--- src/rtl/mc_control_fsm.sv ---
// Multicycle MIPS main controller: sequences fetch/decode/execute/memory/writeback
// phases, drives datapath selects and enables, and traps into a sticky ERROR state.
module mc_control_fsm #(
  parameter int TIMEOUT = 15,
  parameter int CW      = 8
) (
  input  logic       CLK,
  input  logic       rst,
  input  logic [5:0] Opcode,
  input  logic [5:0] Funct,
  input  logic       Zero,
  input  logic       MemReady,
  output logic       IorD,
  output logic       MemRead,
  output logic       MemWrite,
  output logic       IRWrite,
  output logic       PCEn,
  output logic [1:0] PCSrc,
  output logic       ALUSrcA,
  output logic [1:0] ALUSrcB,
  output logic [2:0] ALUControl,
  output logic       RegWrite,
  output logic       RegDst,
  output logic       MemtoReg,
  output logic       Error,
  output logic [3:0] State
);

  typedef enum logic [3:0] {
    FETCH  = 4'd0,
    DECODE = 4'd1,
    MEMADR = 4'd2,
    MEMRD  = 4'd3,
    MEMWB  = 4'd4,
    MEMWR  = 4'd5,
    EXEC   = 4'd6,
    ALUWB  = 4'd7,
    BRANCH = 4'd8,
    ADDIEX = 4'd9,
    ADDIWB = 4'd10,
    JUMP   = 4'd11,
    ERROR  = 4'd12
  } stateT;

  localparam logic [5:0] OP_RTYPE = 6'b000000;
  localparam logic [5:0] OP_LW    = 6'b100011;
  localparam logic [5:0] OP_SW    = 6'b101011;
  localparam logic [5:0] OP_BEQ   = 6'b000100;
  localparam logic [5:0] OP_ADDI  = 6'b001000;
  localparam logic [5:0] OP_J     = 6'b000010;

  localparam logic [2:0] ALU_ADD = 3'b010;
  localparam logic [2:0] ALU_SUB = 3'b110;
  localparam logic [2:0] ALU_AND = 3'b000;
  localparam logic [2:0] ALU_OR  = 3'b001;
  localparam logic [2:0] ALU_SLT = 3'b111;

  localparam logic [CW-1:0] TIMEOUT_CNT = CW'(TIMEOUT);

  stateT         state;
  stateT         nextState;
  logic [CW-1:0] waitCnt;
  logic [CW-1:0] nextWaitCnt;
  logic          pcWrite;
  logic          branch;
  logic          memWait;
  logic          timedOut;

  // State and wait counter registers; reset abandons any in-flight access.
  always_ff @(posedge CLK) begin
    if (rst) begin
      state   <= FETCH;
      waitCnt <= '0;
    end else begin
      state   <= nextState;
      waitCnt <= nextWaitCnt;
    end
  end

  assign memWait  = (state == FETCH) || (state == MEMRD) || (state == MEMWR);
  assign timedOut = (waitCnt == TIMEOUT_CNT) && !MemReady;

  // Counter only runs while stalling in a memory state, so it is zero on every entry.
  always_comb begin
    nextWaitCnt = '0;
    if (memWait && !MemReady && (nextState == state)) begin
      nextWaitCnt = waitCnt + CW'(1);
    end
  end

  // Next-state and output decode; anything not set for a state stays 0.
  always_comb begin
    nextState  = state;
    IorD       = 1'b0;
    MemRead    = 1'b0;
    MemWrite   = 1'b0;
    IRWrite    = 1'b0;
    PCSrc      = 2'b00;
    ALUSrcA    = 1'b0;
    ALUSrcB    = 2'b00;
    ALUControl = 3'b000;
    RegWrite   = 1'b0;
    RegDst     = 1'b0;
    MemtoReg   = 1'b0;
    Error      = 1'b0;
    pcWrite    = 1'b0;
    branch     = 1'b0;
    PCEn       = 1'b0;

    case (state)
      FETCH: begin
        MemRead    = 1'b1;
        ALUSrcB    = 2'b01;
        ALUControl = ALU_ADD;
        if (MemReady) begin
          IRWrite   = 1'b1;
          pcWrite   = 1'b1;
          nextState = DECODE;
        end else if (timedOut) begin
          nextState = ERROR;
        end
      end
      DECODE: begin
        ALUSrcB    = 2'b11;
        ALUControl = ALU_ADD;
        case (Opcode)
          OP_RTYPE:     nextState = EXEC;
          OP_LW, OP_SW: nextState = MEMADR;
          OP_BEQ:       nextState = BRANCH;
          OP_ADDI:      nextState = ADDIEX;
          OP_J:         nextState = JUMP;
          default:      nextState = ERROR;
        endcase
      end
      MEMADR: begin
        ALUSrcA    = 1'b1;
        ALUSrcB    = 2'b10;
        ALUControl = ALU_ADD;
        if (Opcode == OP_LW)      nextState = MEMRD;
        else if (Opcode == OP_SW) nextState = MEMWR;
        else                      nextState = ERROR;
      end
      MEMRD: begin
        MemRead = 1'b1;
        IorD    = 1'b1;
        if (MemReady)      nextState = MEMWB;
        else if (timedOut) nextState = ERROR;
      end
      MEMWB: begin
        MemtoReg  = 1'b1;
        RegWrite  = 1'b1;
        nextState = FETCH;
      end
      MEMWR: begin
        MemWrite = 1'b1;
        IorD     = 1'b1;
        if (MemReady)      nextState = FETCH;
        else if (timedOut) nextState = ERROR;
      end
      EXEC: begin
        ALUSrcA   = 1'b1;
        nextState = ALUWB;
        case (Funct)
          6'b100000: ALUControl = ALU_ADD;
          6'b100010: ALUControl = ALU_SUB;
          6'b100100: ALUControl = ALU_AND;
          6'b100101: ALUControl = ALU_OR;
          6'b101010: ALUControl = ALU_SLT;
          default: begin
            ALUControl = ALU_ADD;
            nextState  = ERROR;
          end
        endcase
      end
      ALUWB: begin
        RegDst    = 1'b1;
        RegWrite  = 1'b1;
        nextState = FETCH;
      end
      BRANCH: begin
        ALUSrcA    = 1'b1;
        ALUControl = ALU_SUB;
        PCSrc      = 2'b01;
        branch     = 1'b1;
        nextState  = FETCH;
      end
      ADDIEX: begin
        ALUSrcA    = 1'b1;
        ALUSrcB    = 2'b10;
        ALUControl = ALU_ADD;
        nextState  = ADDIWB;
      end
      ADDIWB: begin
        RegWrite  = 1'b1;
        nextState = FETCH;
      end
      JUMP: begin
        PCSrc     = 2'b10;
        pcWrite   = 1'b1;
        nextState = FETCH;
      end
      ERROR: begin
        Error     = 1'b1;
        nextState = ERROR;
      end
      default: nextState = ERROR;
    endcase

    PCEn = pcWrite | (branch & Zero);

    // Nothing architectural may change during the reset cycle.
    if (rst) begin
      MemWrite = 1'b0;
      IRWrite  = 1'b0;
      PCEn     = 1'b0;
      RegWrite = 1'b0;
    end
  end

  assign State = state;

endmodule

--- config.mk ---
export PLATFORM = sky130hd
export DESIGN_NAME = mc_control_fsm
export DESIGN_NICKNAME = d
export VERILOG_FILES = /design/src/rtl/mc_control_fsm.sv
export SDC_FILE = /design/constraint.sdc
export NUM_CORES = 1
export LEC_CHECK = 0
export ABC_AREA = 1
export ABC_CLOCK_PERIOD_IN_PS = 1200
export BUFFER_PORTS_ARGS = -buffer_cell sky130_fd_sc_hd__buf_2
export CAP_MARGIN = 25
export CORE_AREA = 2 2 51 53
export DETAILED_ROUTE_END_ITERATION = 8
export DIE_AREA = 0 0 53 55
export PLACE_DENSITY_LB_ADDON = 0.15
export REMOVE_ABC_BUFFERS = 1
export SLEW_MARGIN = 20
export SYNTH_ARGS = -nofsm -noshare
export SYNTH_HDL_FRONTEND = slang
export SYNTH_SLANG_ARGS = --single-unit
--- constraint.sdc ---
create_clock -name CLK -period 1.2 [get_ports CLK]
set_input_delay 0.12 -clock CLK [delete_from_list [all_inputs] [get_ports CLK]]
set_output_delay 0.12 -clock CLK [all_outputs]
set_load 0.03 [all_outputs]
# [Word-level counts from Yosys, hierarchy flattened]
# Index checks and enable logic that the tools add are counted.
[word_totals] regBits=12 inputBits=16 output_inout_bits=21
[classes] addsub=1 n_eq_ne=24 mux=29 bitwise_logic=3 n_reduce_logical=18
[ops] op="6-bit == test, second input constant" count=7
[ops] op="4-bit one-hot mux with 8 select lines" count=1
[ops] op="4-bit 2-to-1 mux" count=7
[ops] op="4-bit == test, second input constant" count=5
[ops] op="4-bit one-hot mux with 5 select lines" count=1
[ops] op="4-bit by 3-bit == test with 1-bit output, second input constant" count=4
[ops] op="1-bit 2-to-1 mux" count=15
[ops] op="3-bit one-hot mux with 4 select lines" count=1
[ops] op="2-bit OR reduction" count=5
[ops] op="5-bit OR reduction" count=2
[ops] op="3-bit one-hot mux with 3 select lines" count=1
[ops] op="8-bit by 1-bit adder with 8-bit output, second input constant" count=1
[ops] op="4-bit by 2-bit == test with 1-bit output, second input constant" count=2
[ops] op="8-bit by 4-bit == test with 1-bit output, second input constant" count=1
[ops] op="4-bit OR reduction" count=2
[ops] op="6-bit by 2-bit == test with 1-bit output, second input constant" count=1
[ops] op="6-bit by 3-bit == test with 1-bit output, second input constant" count=1
[ops] op="6-bit by 4-bit == test with 1-bit output, second input constant" count=1
[ops] op="6-bit logical NOT" count=1
[ops] op="2-bit one-hot mux with 3 select lines" count=1
[ops] op="4-bit by 1-bit == test with 1-bit output, second input constant" count=1
[ops] op="4-bit == test" count=1
[ops] op="4-bit logical NOT" count=1
[ops] op="2-bit one-hot mux with 2 select lines" count=1
[ops] op="8 further kinds" count=11

# [Logic depth before layout (Yosys ltp)]
[depth] ltp_word=9 mapped_depth=12 mapped_depth_nobuf=12

# [Worst setup path after synthesis]
# OpenSTA, ideal clock, no wires.
[synth_timing] path_kind="register to output" start="register state[3] (netlist: State[3])" end="output ALUControl[1]" arrival_time_ns=1.947 t_required_ns=1.080 setup_slack_ns=-0.867 path_stages_with_launch=7 n_path_buf=0 cell_sequence="dfxtp_1 > nand2_1 > nor2_1 > inv_1 > nand2_1 > nor3_1 > nand2_1"
[synth_between] elab_chain_len=3
[synth_lines] item="from (decl)" line="60" source="stateT state;"
[synth_lines] item="from (signal assigned)" line="75" source="state <= nextState;"
[synth_lines] item="4-bit by 2-bit == test with 1-bit output, or another cell as far along" line="110" source="case (state)"
[synth_lines] item="4-bit OR reduction (no source line)"
[synth_lines] item="3-bit one-hot mux with 3 select lines *" line="110"
[synth_lines] item="to (decl)" line="21" source="output logic [2:0] ALUControl,"
# Mark *: on every way between the ends. The rest lies on a longest branch, timed or not.

# [Worst setup path in the final report]
[layout_timing] start="register state[3] (netlist: State[3])" end="register waitCnt[6]"
[layout_between] elab_chain_len=7
[layout_lines] item="4-bit == test, or another cell as far along" line="110"
[layout_lines] item="5-bit OR reduction (no source line), or another cell as far along"
[layout_lines] item="4-bit one-hot mux with 8 select lines / 1-bit logical OR (equally long branches)" line="110, 80"
[layout_lines] item="4-bit == test / 1-bit logical AND (equally long branches)" line="86" source="if (memWait && !MemReady && (nextState == state)) begin"
[layout_lines] item="1-bit logical AND *" line="86"
[layout_lines] item="1-bit NOT (no source line) *"
[layout_lines] item="2-bit OR reduction (no source line) *"
[layout_lines] item="to (signal assigned)" line="76" source="waitCnt <= nextWaitCnt;"
[layout_lines] item="to (decl)" line="62" source="logic [CW-1:0] waitCnt;"
# Marked as above.
# A chain may end at the register's enable or synchronous reset.

==> results.yml <==
place:
  dpl_cell_area_sq_um: 1430
  io_buffers: 36
  gp_congestion: 0.8935
  dp_hpwl_um: 2393
  dp_cells: 270
logic_synthesis:
  yosys.area_share.simple: 0.4987
  synthCells: 175
  synth_xor_area_frac: 0.05303
  synth_edf_count: 0
  yosysWarnings: 0
  muxShareOfSynthArea: 0
  ys_types: 24
  synthAdderAreaFrac: 0.01263
  yosys-top-cells-count: "nor2_1 (40), nand2_1 (39), inv_1 (28)"
  synth_top_family_by_area: "simple AND/OR/NAND/NOR gates"
  yosysMostFrequentCell: "nor2_1"
  synth_area_per_cell_sq_um: 5.663
  synthFlopType: "dfxtp_1"
  yosys-top-cells-area: "dfxtp_1 (24%), nor2_1 (15%), nand2_1 (15%)"
  netlist.area_leader.share: 0.2424
  syn_area_sq_um: 991.0
  synth-compound-area-share: 0.07955
  synth-seq-cells: 12
  yosysSeqAreaShare: 0.2424
  yosys.area.top_type: "dfxtp_1"
  synthArstFlopShare: 0
clock_network:
  insertion_delay_ns: 0.29
  cts_made_buffers: 3
  clk_root_buffer_cell: "clkbuf_4"
  hold_buffers: 0
  htree_levels: 1
  clock-sinks: 12
  cts_tree: "done"
  clock_path_buffers: 2
  cts.clk_slew.worst_paths_ns: 0.08
drt:
  drt-total-wl_um: 4298
  wl_per_cell_um: 15.03
  drc: 0
  ant_nets: 0
  drt_first_pass_iters: 4
  vias: 1479
  viasPerCell: 5.171
  drtIter0Drc: 41
grt:
  antenna_found_initial: 0
  grt-ovfl-total: 0
  grt_usage: 0.2550
  grt_pass1_wl_um: 5382
  grt_max_degree: 9
  grt_pass1_vias: 1301
power:
  finalPower_mw: 1.962
  power_density_nw_per_um2: 1008
  power_leakage_nw: 0.9688
  ir_drop_mv: 0.7482
cells_and_area:
  postLayoutCellArea_sq_um: 1946
  area.growth.synth_to_final_pct: 96.34
  finalNonFillerCells: 286
  fin_nets: 274
  drive_gt1_frac: 0.5664
  fill_cells: 143
  antenna_cells: 0
run:
  cap_violations: 0
timing:
  min_period_over_period: 1.366
  rsz0062_at_grt: "true"
  hold_viol: 0
  setup_ws_ns: -0.4386
  fin_worst_skew_ns: 0.005531
  tns_ns: -9.277
  setup_viol: 30
  slew_viol_final: 0
  min_period_ns: 1.639
  maxSlewHeadroom: 0.8225
  tightest_slew_ns: 0.2655
  hold_ws_ns: 0.1191
  max_freq_mhz: 610.3
worst_setup_path:
  critPathLaunchType: "register"
  required_ns: 1.38
  cp_data_arrival_time_ns: 1.81
  worstSetupPathType: "register to register"
  r2r_start: "State[3]$_SDFF_PP0_"
  cp-startpoint: "State[3]$_SDFF_PP0_"
  cp_max_fo: 8
  endpoint_kind: "register"
outcome:
  status: "finished with violations"
  violations: "setup timing"
floorplanning:
  die_x_um: 53
  dieArea_sq_um: 2915
  start_util: 0.4190
  num_rows: 18
  io_pins: 37
  core_sq_um: 2365
  die_height_um: 55
min_path:
  min_from: "rst"
  hold_class: "primary input to register"
-- kinds of logic after synthesis --
logic type	Yosys count
adder cells (fa/ha/maj)	1
buffers and inverters	30
AO/OA/AOI/OAI	14
XOR/XNOR	6
AND/OR/NAND/NOR	112
flip-flops	12
-- final cells by class --
cell class	instances	area [sq um]	area share
clock buffer	4	36.28	0.01865
inverter	29	116.4	0.05981
multi-input combinational	133	870.8	0.4476
sequential	12	257.7	0.1325
tap	30	37.54	0.01929
timing repair buffer	78	626.9	0.3222
-- power by group --
| group | internal, mW | switching [mW] | total [mW] |
|---|---|---|---|
| sequential | 0.423 | 0.0472 | 0.471 |
| clock | 0.185 | 0.156 | 0.341 |
| combinational | 0.509 | 0.641 | 1.15 |
| total | 1.12 | 0.844 | 1.96 |
-- sequential cells by signal, summed over array words and instances, names as in the netlist --
register	flops
waitCnt	8
State	4
-- worst max-delay path, cell delays in order, from the launching register on --
cell and delay, ns:
dfxtp_4 0.39, nor2_4 0.16, inv_2 0.09, nor2_4 0.15, buf_6 0.13, nand2_4 0.05, nand2_2 0.09, inv_2 0.04
nand2_2 0.06, nor2_4 0.05, nand2_2 0.06, nand2_2 0.06, nand2_4 0.12, nor2_1 0.07
-- routing by layer --
metal  up-vias  routed length [um]  GRT usage
met5         -                   0          0
met4         0                 235     0.1410
met3        26                 283    0.04301
met2        72                2199     0.4771
met1       673                1580     0.2733
li1        708                   -          -
-- worst paths after layout --
| kind | to | slack [ns] | depth (start not counted) |
|---|---|---|---|
| worst max-delay path | waitCnt[6]$_SDFF_PP0_ | -0.44 | 13 |
| worst min-delay path | State[3]$_SDFF_PP0_ | 0.12 | 2 |
| worst max register to register | waitCnt[6]$_SDFF_PP0_ | -0.44 | 13 |
| worst min register to register | waitCnt[7]$_SDFF_PP0_ | 0.56 | 2 |
-- cells in the final DEF, fill, tap and decap left out, types with 2 or more instances in the layout --
master / instances
nand3_1: 14
a21oi_2: 3
nand2_2: 10
o21ai_0: 2
nand3_4: 2
buf_4: 37
a31oi_1: 2
nand2_1: 26
clkbuf_4: 3
buf_6: 23
nor2_2: 3
dfxtp_2: 2
nand2_4: 6
inv_2: 8
nand3_2: 3
nor2_4: 16
xnor2_1: 4
dfxtp_4: 4
xor2_1: 2
dfxtp_1: 6
inv_1: 18
buf_2: 18
inv_4: 3
nand3b_1: 2
a21oi_1: 2
nor2_1: 27
-- what timing repair did --
item,CTS,global route
gates resized for setup,72,53
setup endpoints to repair,29,30
buffers inserted,6,8
pin swaps,15,22
-- through the flow --
stage          utilization  setup WS (ns)
4_1_cts             0.7217        -0.3981
3_3_place_gp        0.6048        -0.2177
6_report            0.8228        -0.4386
2_1_floorplan            -        -0.8674
5_1_grt             0.8228        -0.4984
3_5_place_dp        0.6048        -0.2377
Note: power is estimated with default switching activity, not from simulation.
